File: src/rtl/pipe_stage_reg.sv
// rtl/pipe_stage_reg.sv - fetch-to-decode pipeline register with warmup, freeze-on-fault and event counters
module pipe_stage_reg #(
  parameter int         VAL_W  = 64,
  parameter int         WARMUP = 1,
  parameter logic [7:0] NOP_OP = 8'h10,
  parameter int         CNT_W  = 16
) (
  input  logic             clk,
  input  logic             rst_n,
  input  logic [1:0]       f_stat,
  input  logic [7:0]       f_opcode,
  input  logic [7:0]       f_rArB,
  input  logic [VAL_W-1:0] f_valC,
  input  logic [VAL_W-1:0] f_valP,
  input  logic             stall,
  input  logic             bubble,
  output logic [1:0]       D_stat,
  output logic [7:0]       D_opcode,
  output logic [7:0]       D_rArB,
  output logic [VAL_W-1:0] D_valC,
  output logic [VAL_W-1:0] D_valP,
  output logic             D_valid,
  output logic [1:0]       state,
  output logic [CNT_W-1:0] stall_cnt,
  output logic [CNT_W-1:0] bubble_cnt
);

  typedef enum logic [1:0] {
    ST_WARMUP = 2'b00,
    ST_RUN    = 2'b01,
    ST_FROZEN = 2'b10
  } state_t;

  // With no warmup requested the register is live straight out of reset.
  localparam state_t RESET_ST = (WARMUP == 0) ? ST_RUN : ST_WARMUP;
  localparam int     WC_W     = (WARMUP > 0) ? $clog2(WARMUP + 1) : 1;

  state_t          cur_st;
  state_t          nxt_st;
  logic [WC_W-1:0] wcnt;
  logic            active;
  logic            do_stall;
  logic            do_bubble;
  logic            do_load;
  logic            fault;

  // The edge on which the warmup counter reads zero already behaves as a RUN edge.
  assign active    = (cur_st == ST_RUN) || ((cur_st == ST_WARMUP) && (wcnt == '0));
  assign do_stall  = active && stall;
  assign do_bubble = active && !stall && bubble;
  assign do_load   = active && !stall && !bubble;
  assign fault     = do_load && (f_stat != 2'b00);
  assign state     = cur_st;

  // State register.
  always_ff @(posedge clk or negedge rst_n) begin
    if (!rst_n) cur_st <= RESET_ST;
    else        cur_st <= nxt_st;
  end

  // Next-state logic: a faulting load freezes the stage until reset.
  always_comb begin
    nxt_st = cur_st;
    case (cur_st)
      ST_WARMUP: if (wcnt == '0) nxt_st = fault ? ST_FROZEN : ST_RUN;
      ST_RUN:    if (fault) nxt_st = ST_FROZEN;
      ST_FROZEN: nxt_st = ST_FROZEN;
      default:   nxt_st = RESET_ST;
    endcase
  end

  // Warmup down-counter, only moves while still warming up.
  always_ff @(posedge clk or negedge rst_n) begin
    if (!rst_n) begin
      wcnt <= WC_W'(WARMUP);
    end else if ((cur_st == ST_WARMUP) && (wcnt != '0)) begin
      wcnt <= wcnt - WC_W'(1);
    end
  end

  // Pipeline fields: stall holds, bubble inserts a NOP, otherwise capture upstream.
  always_ff @(posedge clk or negedge rst_n) begin
    if (!rst_n) begin
      D_stat   <= 2'b00;
      D_opcode <= NOP_OP;
      D_rArB   <= 8'hFF;
      D_valC   <= '0;
      D_valP   <= '0;
      D_valid  <= 1'b0;
    end else if (do_bubble) begin
      D_stat   <= 2'b00;
      D_opcode <= NOP_OP;
      D_rArB   <= 8'hFF;
      D_valC   <= '0;
      D_valP   <= '0;
      D_valid  <= 1'b0;
    end else if (do_load) begin
      D_stat   <= f_stat;
      D_opcode <= f_opcode;
      D_rArB   <= f_rArB;
      D_valC   <= f_valC;
      D_valP   <= f_valP;
      D_valid  <= 1'b1;
    end
  end

  // Saturating event counters; stall wins when both requests arrive together.
  always_ff @(posedge clk or negedge rst_n) begin
    if (!rst_n) begin
      stall_cnt  <= '0;
      bubble_cnt <= '0;
    end else begin
      if (do_stall && (stall_cnt != '1))   stall_cnt  <= stall_cnt + CNT_W'(1);
      if (do_bubble && (bubble_cnt != '1)) bubble_cnt <= bubble_cnt + CNT_W'(1);
    end
  end

endmodule

File: config.mk
export PLATFORM = sky130hd
export DESIGN_NAME = pipe_stage_reg
export DESIGN_NICKNAME = d
export VERILOG_FILES = /design/src/rtl/pipe_stage_reg.sv
export SDC_FILE = /design/constraint.sdc
export NUM_CORES = 1
export LEC_CHECK = 0
export BUFFER_PORTS_ARGS = -buffer_cell sky130_fd_sc_hd__buf_2
export CAP_MARGIN = 10
export CORE_UTILIZATION = 25
export CTS_CLUSTER_SIZE = 28
export DETAILED_ROUTE_END_ITERATION = 6
export PLACE_DENSITY = 0.52
export SYNTH_ARGS = -nofsm -noshare
export SYNTH_HDL_FRONTEND = slang
export SYNTH_SLANG_ARGS = --single-unit
File: constraint.sdc
create_clock -name clk -period 5.1 [get_ports clk]
set_input_delay 0.255 -clock clk [delete_from_list [all_inputs] [get_ports clk]]
set_output_delay 0.255 -clock clk [all_outputs]
set_load 0.05 [all_outputs]
==> results of run 1 <==
## worst max-delay path by stage
stage                         startpoint                     end  slack, ps
finish              state[0]$_DFFE_PN0P_   D_stat[0]$_DFFE_PN0P_       2290
floorplan           state[0]$_DFFE_PN0P_    state[1]$_DFFE_PN0P_       2980
global placement    state[0]$_DFFE_PN0P_    state[1]$_DFFE_PN0P_       2660
CTS                 state[0]$_DFFE_PN0P_    state[1]$_DFFE_PN0P_       2570
detailed placement  state[0]$_DFFE_PN0P_    state[1]$_DFFE_PN0P_       2600
global route        state[0]$_DFFE_PN0P_  D_valC[24]$_DFFE_PN0P_       2340
## cell type report
cell class | instances | area [um^2] | area share (%)
clock inverters | 14 | 148.9 | 1.412
multi-input cells | 569 | 3163 | 29.99
repair buffers | 334 | 1718 | 16.29
flip-flops and latches | 182 | 4567 | 43.30
well taps | 402 | 503.0 | 4.769
inverters | 5 | 18.77 | 0.1779
clock buffers | 18 | 429.2 | 4.069
## sequential cells by signal, summed over array words and instances (netlist names)
| signal | cells |
|---|---|
| D_valC | 64 |
| D_valP | 64 |
| bubble_cnt | 16 |
| stall_cnt | 16 |
| D_opcode | 8 |
| D_rArB | 8 |
| D_stat | 2 |
| state | 2 |
| D_valid | 1 |
| wcnt | 1 |
## per-stage QoR
| step | instance area [um^2] | std cells |
|---|---|---|
| CTS | 10550 | 1524 |
| detailed placement | 9960 | 1491 |
| floorplan | 7979 | 806 |
| global route | 10550 | 1524 |
| global placement | 9960 | 1491 |
| finish | 10550 | 1524 |
## cells by family (layout without fill, tap and decap cells)
logic type	Yosys count	after routing	share of synthesized area (%)
fa+ha+maj	5	5	0.7841
flops	182	182	57.24
buf+inv	55	371	3.121
simple gates	371	371	24.38
mux	3	3	0.4704
xor+xnor	28	28	3.074
compound gates	162	162	10.93
## worst reg2reg max path: stages (launching register included)
cell and delay (ps):
dfrtp_1 430, inv_1 90, ha_1 220, nor2b_1 680
o21bai_4 100, buf_12 220, nand2_1 800, o21ai_0 110
## per-layer routing
metal | global-route usage, % | up-vias | wire length [um]
met1 | 17.29 | 2957 | 10000
met5 | 0 | - | 13
met4 | 5.197 | 2 | 326
li1 | - | 3266 | -
met2 | 21.19 | 210 | 9830
met3 | 3.577 | 18 | 1200
## power by group through the flow
| stage | Sequential, W | Clock (W) | Combinational (W) |
|---|---|---|---|
| detailed placement | 0.00246 | 0 | 0.00397 |
| global placement | 0.00245 | 0 | 0.00394 |
| global route | 0.00253 | 0.00144 | 0.00417 |
| floorplan | 0.00464 | 0 | 0.000817 |
| finish | 0.00244 | 0.00132 | 0.00392 |
| CTS | 0.00244 | 0.00139 | 0.00396 |
## cell usage in the layout (no fill, tap or decap), types with 3 or more instances in the layout
cell type,Yosys,final
xor2_1,27,27
clkbuf_16,0,17
clkinv_4,0,4
nor4_1,6,6
nor3b_1,5,5
inv_1,5,5
nor2_1,14,14
inv_6,0,3
nand4_1,8,8
clkinv_2,0,4
o21ai_0,150,150
nor2b_1,3,3
and4_1,4,4
nor3_1,12,12
dfstp_2,10,10
and3_1,4,4
ha_1,5,5
nand2b_1,138,138
nand3_1,8,8
dfrtp_1,172,172
nand2_1,159,159
o2111ai_1,3,3
buf_2,16,328
==> results.md, run 1 <==
* Status: complete, no violations
* Seq cells post-synth at 182
* Mapped Cells at 806
* Clk_skew at 14.69 ps
* Diode count at 0
* Buf/Inv on CP at 2
* Most frequent cells after synthesis: 172 x dfrtp_1, 159 x nand2_1, 150 x o21ai_0
* Setup TNS at 0 ps
* Yosys top cell area share at 53.94%
* Ranking of synthesized cells by area: dfrtp_1 54%, nand2b_1 11%, o21ai_0 9.4%
* Reg2Reg Depth at 7
* DR pass1 iterations at 4
* Vert. Die Dim at 180.7 um
* Maximum VDD drop at 0.3980 mV
* Via count at between 6000 and 7000
* Initial Util at 25.35%
* Asr flop ratio synth at 100.0%
* Final core occ at 33.51%
* CTS Buf Count at 17
* Layout cells sized above 1 at 34.76%
* Net Count, Synth at 961
* Worst slew pin tran at 1452 ps
* DP HPWL at 14560 um
* CTS tree: done
* Largest net degree at the start of global routing at approximately 300
* Final WS setup at 2290 ps
* Post-synth EDFFs at 0
* Initial antenna violation count at 1
* Max Cap Viol at 0
* Sw Pwr at 0.004082 W
* Max-slew headroom at 3.215%
* Via density at approximately 4.2
* Synth warn at 0
* Leakage at 5.394 nW
* Crit path max-delay family: simple AND/OR/NAND/NOR gates
* Synth Area per Inst at 9.899 um^2
* Row count at between 60 and 70
* Hold Path Depth at 3
* First DRT Iteration DRCs at 263
* Slowest cell on crit path: nor2b_1
* Die area at ~33000 um^2
* Min-delay src: f_valC[32]
* Pwr Total at between 0.007 and 0.008 W
* # hold bufs at CTS at 1
* Crit. End Element: register
* Unrepaired setup endpoints after global routing: no
* Power share of the clock group at 17.2%
* Root Driver: clkbuf_16
* Vias in the first global route at 6251
* Final setup fails at 0
* Area Growth Syn to Fin at 32.19%
* Register area share after synthesis at around 57%
* Top achievable clock speed at 355.9 MHz
* Required time worst endpoint at 5360 ps
* Setup CP Type: register to register
* Logic pwr share at 51.0%
* CP Cell Sequence: inv_1 > ha_1 > nor2b_1 > o21bai_4 > buf_12 > nand2_1 > o21ai_0
* Filler cells at 3357
* First-pass GRT wire length at about 35000 um
* WP depth at 7
* Total setup buffers inserted after CTS at 0
* Hold EP: D_valC[32]$_DFFE_PN0P_
* Port-buffer cells at 330
* Skew-Pair Late Insertion Delay at 440 ps
* Main synth FF type: dfrtp_1
* Nets at 1264
* CP max stage delay at 680 ps
* Power Density at between 700 and 800 nW/um^2
* Hold Path Class: input pin to register
* Wire length per cell at 14.02 um
* Sink Count at ~180
* Synthesized cell area at 7979 um^2
* P_int at 0.003601 W
* Fin. Hold Viols at 0
* Clock Pin Slew Worst Setup and Hold Paths at about 80 ps
* Most instantiated library cell after synthesis: dfrtp_1
* CTS max path bufs at 2
* Tot GR Track Use at 13.36%
* R2R setup slack at 2290 ps
* Startpoint types: register
* Crit path max fanout at 295
* Die width at ~180 um
* Ports at 331
* Switch share at between 50% and 60%
* # DRC at 0
* Area of the core at 31470 um^2
* Area leader, netlist: dfrtp_1
* Reg2Reg Launch Point: state[0]$_DFFE_PN0P_
* Resized cells post-CTS at 0
* Flop pwr share at between 30% and 40%
* FF-to-FF End: D_stat[0]$_DFFE_PN0P_
* Final Wtd Congestion at 0.7274
* Final min period at 2810 ps
* Fraction of the cycle the final worst path needs at between 50% and 60%
* # H-tree levels at 4
* Place WS at 2603 ps
* Final ANT Viol Nets at 0
* Cell variety after synth at 40
* Grt ovf at 0
* Worst hold-check slack at 58.88 ps
* Total wire length at 21370 um
* Critical Path AT at 3070 ps
* Max-slew violation total from the final report at 0
No activity file was read; power rests on OpenSTA's default activity.
==> run 2: changes to the inputs <==
Settings changed: ABC_AREA from default to 1, PLACE_DENSITY 0.52 to 0.53.
Clock period 5.1 ns to 2.9 ns, I/O delays scaled along.
==> results.md, run 2 <==
* Yosys top cell area share at 58.69% (+4.7 points)
* Die width at 173.3 um (-4.1%)
* R2R setup slack at 780 ps (-1510 ps)
* Power share of the clock group at 16.9% (-0.3 points)
* Unrepaired setup endpoints after global routing: no
* Setup CP Type: register to register
* Worst setup startpoint: state[0]$_DFFE_PN0P_
* # DRC at 0 (unchanged)
* Leakage at 5.887 nW (+9.1%)
* Vert. Die Dim at 173.3 um (-4.1%)
* Seq cells post-synth at 182 (unchanged)
* Grt ovf at 0 (unchanged)
* CP max stage delay at 530 ps (-150 ps)
* Flop pwr share at 30.9% (-0.9 points)
* Ranking of synthesized cells by area: dfrtp_1 59%, a22o_1 16%, nand2_1 6.9%
* Area of the multi-input gates at 2431 um^2 (-23%)
* Final Wtd Congestion at 0.8109 (+11%)
* Setup TNS at 0 ps (unchanged)
* Power Density at 1222 nW/um^2 (+68%)
* P_int at 0.006753 W (+88%)
* First DRT Iteration DRCs at 322 (+22%)
* Fin. Hold Viols at 0 (unchanged)
* Synth warn at 0 (unchanged)
* Total setup buffers inserted after CTS at 0 (unchanged)
* Via density at 4.376 (+3.3%)
* Die area at 30020 um^2 (-8.0%)
* CP Cell Sequence: inv_1 > ha_1 > nand2_1 > nand2_1 > nand2_4 > nor2_4 > buf_4 > a22o_1
* Asr flop ratio synth at 100.0% (unchanged)
* Setup crit end: D_opcode[5]$_DFFE_PN0P_
* Resized cells post-CTS at 0 (unchanged)
* Post-synth EDFFs at 0 (unchanged)
* Final setup fails at 0 (unchanged)
* Switch share at 51.70% (-1.4 points)
* Filler cells at 2815 (-16%)
* Post-placement cell area at 9370 um^2 (-5.9%)
* # hold bufs at CTS at 147 (+146)
* CTS tree: done
* Final min period at 2121 ps (-689.5 ps)
* Area of the core at 28780 um^2 (-8.6%)
* Final ANT Viol Nets at 0 (unchanged)
* Area leader, netlist: dfrtp_1
* Sw Pwr at 0.007228 W (+77%)
* # H-tree levels at 4 (unchanged)
* CTS max path bufs at 2 (unchanged)
* Area Growth Syn to Fin at 56.01%
* Critical Path AT at 2480 ps (-590 ps)
* Register area at 4567 um^2 (unchanged)
* Root Driver: clkbuf_16
* Reg2Reg Depth at 8 (+1)
* Status: complete, no violations
* Most instantiated library cell after synthesis: dfrtp_1
* Clock Pin Slew Worst Setup and Hold Paths at 80 ps (about the same)
* Nets at 1257 (-0.55%)
* Logic pwr share at 52.2% (+1.2 points)
* Commonest non-fill, non-tap cells in the layout: 329 x buf_2, 172 x dfrtp_1, 147 x dlygate4sd3_1, 135 x nand2_1, 135 x a22o_1
* Fraction of the cycle the final worst path needs at 73.12% (+18 points)
* Wire length per cell at 15.35 um (+9.4%)
* FF-to-FF End: D_opcode[5]$_DFFE_PN0P_
* Pwr Total at 0.01398 W (+82%)
* Crit path max fanout at 60 (-80%)
* Synthesized cell area at 7333 um^2 (-8.1%)
* Slowest cell on crit path: buf_4
* Initial Util at 25.48% (+0.13 points)
* Clk_skew at 11.37 ps (-3.316 ps)
* Via count at 6568 (+1.8%)
* Sink Count at 182 (unchanged)
* Crit. End Element: register
* DR pass1 iterations at 4 (unchanged)
* Hold Path Class: input pin to register
* Commonest non-fill, non-tap cell in the layout: buf_2
* Ports at 331 (unchanged)
* Cell variety after synth at 29 (-28%)
* Main synth FF type: dfrtp_1
* Port-buffer cells at 330 (unchanged)
* Max-slew headroom at 56.86% (+54 points)
* Post-route cell area at 11440 um^2 (+8.5%)
* Most frequent cells after synthesis: 172 x dfrtp_1, 135 x a22o_1, 135 x nand2_1
* Net Count, Synth at 788 (-18%)
* Register area share after synthesis at 62.28% (+5.0 points)
* Worst slew pin tran at 647.1 ps (-804.7 ps)
* Top achievable clock speed at 471.6 MHz (+33%)
* Maximum VDD drop at 0.8176 mV (+110%)
* CP most frequent cell: nand2_1
* DP HPWL at 15190 um (+4.4%)
* CTS Buf Count at 17 (unchanged)
* Tot GR Track Use at 15.59% (+2.2 points)
* First-pass GRT wire length at 36960 um (+7.0%)
* Synth Area per Inst at 11.58 um^2 (+17%)
* Max-slew violation total from the final report at 0 (unchanged)
* Vias in the first global route at 6773 (+8.4%)
* Reg2Reg Launch Point: state[0]$_DFFE_PN0P_
* Row count at 62 (-4.6%)
* Skew-Pair Late Insertion Delay at 430 ps (about the same)
* Startpoint types: register
* Required time worst endpoint at 3260 ps (-2100 ps)
* Mapped Cells at 633 (-21%)
* Top flop regs: D_valC x64, D_valP x64
* Max Cap Viol at 0 (unchanged)
* Largest net degree at the start of global routing at 76 (-74%)
* Total wire length at 23040 um (+7.8%)
* Initial antenna violation count at 3 (+2)
* Layout cells sized above 1 at 35.16% (+0.40 points)
run 2: cell families after synthesis:
family	synth area share [%]
AOI/OAI and AO/OA	17.92
xor gates and xnor gates	2.866
adders and majority gates	0.8531
buffers and inverters	4.641
DFF	62.28
and+or+nand+nor	11.45
run 2: power by group through the flow:
stage	logic (W)	registers, W	clock network, W
2_1_floorplan	0.00164	0.00807	0
3_3_place_gp	0.00713	0.00434	0
3_5_place_dp	0.00720	0.00430	0
4_1_cts	0.00733	0.00431	0.00247
5_1_grt	0.00764	0.00449	0.00258
6_report	0.00729	0.00432	0.00236
run 2: worst min path at each step:
stage / start / endpoint / slack, ps / cells past startpoint
floorplan: rst_n / D_opcode[0]$_DFFE_PN0P_ / -150 / 0
global placement: rst_n / bubble_cnt[3]$_DFFE_PN0P_ / 210 / 1
global route: stall / D_stat[0]$_DFFE_PN0P_ / 240 / 5
finish: stall / D_stat[0]$_DFFE_PN0P_ / 210 / 5
detailed placement: rst_n / bubble_cnt[3]$_DFFE_PN0P_ / 210 / 1
CTS: stall / D_stat[0]$_DFFE_PN0P_ / 190 / 5
run 2: stage by stage:
stage          cells  util [%]  hold WS [ps]  setup slack [ps]
2_1_floorplan    633         -        -150.6             938.2
3_3_place_gp    1320     32.56         211.3             876.0
3_5_place_dp    1320     32.56         209.9             797.1
4_1_cts         1499     39.74         186.0             777.4
5_1_grt         1501     39.75         236.5             589.3
6_report        1501     39.75         205.9             779.4
run 2: area by class of cell:
class	instances	share of cell area, %
diodes	2	0.04374
inverters	35	1.170
clock inverters	14	1.444
multi-input cells	381	21.25
flip-flops and latches	182	39.92
clock buffers	18	3.751
well taps	384	4.199
repair buffers	485	28.23
run 2: worst max-delay path, delay by kind of cell (launching register included):
kind	cells	cell delay, ps
compound gates	1	250
fa+ha+maj	1	230
buf+inv	2	610
flops	1	430
simple gates	4	490
run 2: routing by layer:
metal / vias up / global-route usage (%) / share of wire, %
met5: - / 0 / 0.056
met4: 2 / 5.715 / 2.1
met2: 229 / 25.59 / 49
li1: 3148 / - / -
met3: 26 / 4.276 / 5.8
met1: 3163 / 19.58 / 43
